===== config.mk =====
export PLATFORM = sky130hd
export DESIGN_NAME = fft_peak_ctrl
export DESIGN_NICKNAME = d
export VERILOG_FILES = /design/src/rtl/fas_pkg.sv /design/src/rtl/fft_mag_sq.sv /design/src/rtl/fft_peak_ctrl.sv
export SDC_FILE = /design/constraint.sdc
export NUM_CORES = 2
export LEC_CHECK = 0
export CELL_PAD_IN_SITES_DETAIL_PLACEMENT = 0
export CELL_PAD_IN_SITES_GLOBAL_PLACEMENT = 2
export CORE_MARGIN = 2
export CORE_UTILIZATION = 39
export DETAILED_ROUTE_END_ITERATION = 7
export GPL_TIMING_DRIVEN = 0
export PLACE_DENSITY_LB_ADDON = 0.05
export SYNTH_ARGS = -nofsm -noshare
export SYNTH_HDL_FRONTEND = slang
export SYNTH_SLANG_ARGS = --single-unit

===== constraint.sdc =====
create_clock -name clk -period 39.8 [get_ports clk]
set_input_delay 9.95 -clock clk [delete_from_list [all_inputs] [get_ports clk]]
set_output_delay 9.95 -clock clk [all_outputs]
set_load 0.02 [all_outputs]

===== src/rtl/fas_pkg.sv =====
// fas_pkg: shared constants and FSM state type for the FFT peak controller.
//   N_BINS : bins per frame
//   HW     : width of one signed 8.8 component
//   MAG_W  : width of an unsigned re^2+im^2 magnitude
//   IDX_W  : width of a bin index
//   state_t: controller states IDLE, SCAN, DONE
package fas_pkg;
   localparam int N_BINS = 16;
   localparam int HW     = 16;
   localparam int MAG_W  = 2*HW + 1;
   localparam int IDX_W  = $clog2(N_BINS);
   typedef enum logic [1:0] {IDLE, SCAN, DONE} state_t;
endpackage


===== src/rtl/fft_mag_sq.sv =====
// fft_mag_sq: combinational squared magnitude of one packed complex bin.
//   bin : {re[HW-1:0], im[HW-1:0]}, signed 8.8 components
//   mag : re*re + im*im, unsigned, full width (16.16)
module fft_mag_sq #(
   parameter int HW = 16
) (
   input  logic [2*HW-1:0] bin,
   output logic [2*HW:0]   mag
);
   logic signed [HW-1:0]   re, im;
   logic signed [2*HW-1:0] re_sq, im_sq;
   assign re    = bin[2*HW-1:HW];
   assign im    = bin[HW-1:0];
   assign re_sq = re * re;
   assign im_sq = im * im;
   // Both squares are non-negative, so zero-extension keeps the carry of the sum.
   assign mag   = {1'b0, re_sq} + {1'b0, im_sq};
endmodule


===== src/rtl/fft_peak_ctrl.sv =====
// fft_peak_ctrl: captures a 16-bin FFT frame and scans it one bin per cycle for the peak magnitude.
//   clk, rst           : clock, synchronous active-high reset
//   fft_d0..fft_d15    : bin data {re, im}, signed 8.8
//   fft_valid          : one-cycle strobe of a complete frame
//   busy               : frame captured and not yet reported
//   done               : one-cycle pulse when freq/peak_mag update
//   freq, peak_mag     : index and magnitude of the strongest bin (lowest index on ties)
//   overrun            : one-cycle pulse when a frame arriving mid-scan is dropped
module fft_peak_ctrl #(
   parameter int N_BINS = 16,
   parameter int HW     = 16
) (
   input  logic            clk,
   input  logic            rst,
   input  logic [2*HW-1:0] fft_d0,
   input  logic [2*HW-1:0] fft_d1,
   input  logic [2*HW-1:0] fft_d2,
   input  logic [2*HW-1:0] fft_d3,
   input  logic [2*HW-1:0] fft_d4,
   input  logic [2*HW-1:0] fft_d5,
   input  logic [2*HW-1:0] fft_d6,
   input  logic [2*HW-1:0] fft_d7,
   input  logic [2*HW-1:0] fft_d8,
   input  logic [2*HW-1:0] fft_d9,
   input  logic [2*HW-1:0] fft_d10,
   input  logic [2*HW-1:0] fft_d11,
   input  logic [2*HW-1:0] fft_d12,
   input  logic [2*HW-1:0] fft_d13,
   input  logic [2*HW-1:0] fft_d14,
   input  logic [2*HW-1:0] fft_d15,
   input  logic            fft_valid,
   output logic            busy,
   output logic            done,
   output logic [3:0]      freq,
   output logic [2*HW:0]   peak_mag,
   output logic            overrun
);
   import fas_pkg::*;
   state_t             state, state_nx;
   logic [2*HW-1:0]    din  [N_BINS];
   logic [2*HW-1:0]    bank [N_BINS];
   logic [IDX_W-1:0]   idx, arg;
   logic [MAG_W-1:0]   max_mag, mag;
   logic               capture, last;
   assign din = '{fft_d0, fft_d1, fft_d2, fft_d3, fft_d4, fft_d5, fft_d6, fft_d7,
                  fft_d8, fft_d9, fft_d10, fft_d11, fft_d12, fft_d13, fft_d14, fft_d15};
   // A frame is accepted in IDLE and in DONE (back-to-back); in SCAN it is dropped.
   assign capture = fft_valid && state != SCAN;
   assign last    = idx == IDX_W'(N_BINS - 1);
   assign busy    = state != IDLE;
   fft_mag_sq #(.HW(HW)) u_mag (
      .bin(bank[idx]),
      .mag(mag)
   );
   always_ff @(posedge clk)
      if (rst) state <= IDLE;
      else     state <= state_nx;
   always_comb begin
      state_nx = state;
      state_nx = (state == SCAN) ? (last ? DONE : SCAN) : (fft_valid ? SCAN : IDLE);
   end
   // The bank has no reset; it is always overwritten before a scan reads it.
   always_ff @(posedge clk)
      if (!rst && capture) bank <= din;
   always_ff @(posedge clk) begin
      if (rst) begin
         idx      <= '0;
         arg      <= '0;
         max_mag  <= '0;
         done     <= 1'b0;
         overrun  <= 1'b0;
         freq     <= '0;
         peak_mag <= '0;
      end else begin
         done    <= state == DONE;
         overrun <= fft_valid && state == SCAN;
         if (state == DONE) begin
            freq     <= arg;
            peak_mag <= max_mag;
         end
         if (capture) begin
            idx     <= '0;
            arg     <= '0;
            max_mag <= '0;
         end else if (state == SCAN) begin
            idx <= idx + 1'b1;
            // Strictly greater keeps the lower index on ties.
            if (mag > max_mag) begin
               max_mag <= mag;
               arg     <= idx;
            end
         end
      end
   end
endmodule


==> reports/metrics.cfg <==
[clock_network]
post_cts_buffers=0
clock-sinks=594
clockBufferDepth=3
cts_resized=0
tritoncts=built
path_clk_slew_ps=70
clk-insertion-delay-late_ps=660
cts_max_level=3
cts_buffers=70
cts_root_buf=clkbuf_16
hold_buffers=0

[worst_setup_path]
max_stage_delay_ps=960
cp_slowest_cell=clkbuf_1
path_max_fanout=10
crit_buf_inv=7
end_kind=flop
crit_arrival_ps=14080
worstRegToRegCells=40
crit_top_cell=fa_1
worst-r2r-setup-slack_ps=26210
crit_type=flop to flop
rr_startpoint=idx[2]
start_kind=flop
cp.required_ps=40290
cp_top_family=adder cells
rr_endpoint=max_mag[5]

[min_path]
min_from=arg[2]
whs_endpoint=freq[2]
hold_path.class=flop to flop
whs_path_depth=2

[floorplanning]
die_h_um=335
pin_count=555
num_rows=121
core-area_mm2=0.109
die_w_um=335
start_util_pct=39.3
die_area_mm2=0.112

[placed_design]
hpwl_um=112000
placed_cell_area_mm2=0.0503
place.gp.congestion=0.834
io_buffers=553

[timing]
whs_ps=432
maxSlewViolCount=0
slew_headroom_pct=12.0
rsz0062_at_grt=false
max_slew.worst_pin.slew_ps=1320
max_freq_mhz=73.6
hold_viol=0
finalClockSkew_ps=48.9
setup_violations=0
fin_crit_ps=13590
fin_crit_sh_pct=34.2

[layout]
post-route-util_pct=48.4
multiInputGateArea_mm2=0.0224
layout_common_cells=inv_1 (706), clkdlybuf4s50_1 (553), edfxtp_1 (512)
drive_above_1_share_pct=9.26
mostFrequentLayoutCell=inv_1
seqCellArea_mm2=0.0170
layout.nets=5278
fillCellCount=9924
finalInstanceArea_mm2=0.0526
syn_to_final_growth_pct=23.3

[routing]
finalWirelength_um=133000
drt_pre_antenna_iters=5
final_antenna_net_count=0
drc=0
avgViaCountPerCell=4.99
wire_per_inst_um=24.0
vias=27600
drt_iter0_drc=1604

[synth]
synth_nets=4636
synth_ff_type=edfxtp_1
synth_edf_count=512
syn_avg_cell_area_um2=12.5
syn_inst=3401
netlist_area_mm2=0.0427
synth_cell_type_count=78
yosys_warnings=0
synth_seq_cells=594
seq_area_frac_synth_pct=39.9
synthArstFlopShare_pct=0

[grt]
grt_first_pass_wirelength_um=196000
grt_usage_pct=24.3
grt_overflow=0
antenna_found_initial=79
grt_max_degree=37
grt_pass1_vias=29900

[outcome]
status=finished clean

[run]
drv_cap=0

==> Yosys cell counts, types with 41 or more instances <==
master    count  area, µm²
inv_1       706       2650
edfxtp_1    512      15400
fa_1        477       9550
nand2_1     314       1180
ha_1        243       3040
mux4_2      156       3510
a21oi_1     144        721
nor2_1      123        462
dfxtp_1      82       1640
xnor2_1      77        674
and2_1       57        357
buf_2        41        205
o21ai_0      41        205
==> registers in the layout (all words and copies together), names as in the netlist <==
signal	flops
arg	4
bank	512
done	1
freq	4
idx	4
max_mag	33
overrun	1
peak_mag	33
state	2
==> routing by layer <==
layer	wire, µm	up-vias	GRT usage, %
met2	68300	667	43.1
met1	53400	14000	30.0
met3	8470	213	6.31
met4	1940	94	4.41
met5	597	-	0
li1	-	12700	-
==> metrics by stage <==
| stage | setup TNS, ps | instances | setup WS [ps] |
|---|---|---|---|
| final | 0 | 5528 | 26210 |
| after global placement | -1093280 | 5368 | -2180 |
| after floorplan | 0 | 3401 | 6970 |
| after CTS | 0 | 5509 | 25930 |
| after detailed placement | 0 | 5385 | 25910 |
| after global routing | 0 | 5515 | 25330 |
==> worst reg2reg max path: cells and delay by family, from the launching register on <==
family          cells  cell delay (ps)
xor+xnor            2              380
compound gates     11             2360
buf+inv             7             2660
mux                 1              600
flops               1              700
fa+ha+maj           9             4080
simple gates       10             2730
==> kinds of logic (layout without fill, tap and decap cells) <==
group / after synthesis / count (layout) / synth area share (%)
multiplexers: 171 / 171 / 8.60
AO/OA/AOI/OAI: 354 / 354 / 5.46
AND/OR/NAND/NOR: 636 / 636 / 6.70
other: 0 / 19 / 0
XOR/XNOR: 104 / 104 / 2.13
adder cells (fa/ha/maj): 720 / 720 / 29.5
buffers and inverters: 822 / 1516 / 7.73
flip-flops: 594 / 594 / 39.9
==> cell type report <==
cell class / count / share of cell area, %
multi-input combinational: 1985 / 42.5
sequential: 594 / 32.3
timing repair buffer: 570 / 11.2
inverter: 714 / 5.09
clock buffer: 84 / 3.47
tap: 1414 / 3.36
buffer: 108 / 1.17
clock inverter: 40 / 0.799
antenna: 19 / 0.0903
==> how the worst max path moves through the flow <==
stage | cells past startpoint | to | start
3_3_place_gp | 3 | bank[482] | fft_valid
5_1_grt | 40 | max_mag[14] | idx[2]
2_1_floorplan | 3 | bank[0] | rst
4_1_cts | 40 | max_mag[5] | idx[2]
6_report | 40 | max_mag[5] | idx[2]
3_5_place_dp | 40 | max_mag[5] | idx[2]
Power is left out: the tool's default activity adds up to more than one toggle a clock period on the data nets, which glitch-free logic cannot reach.
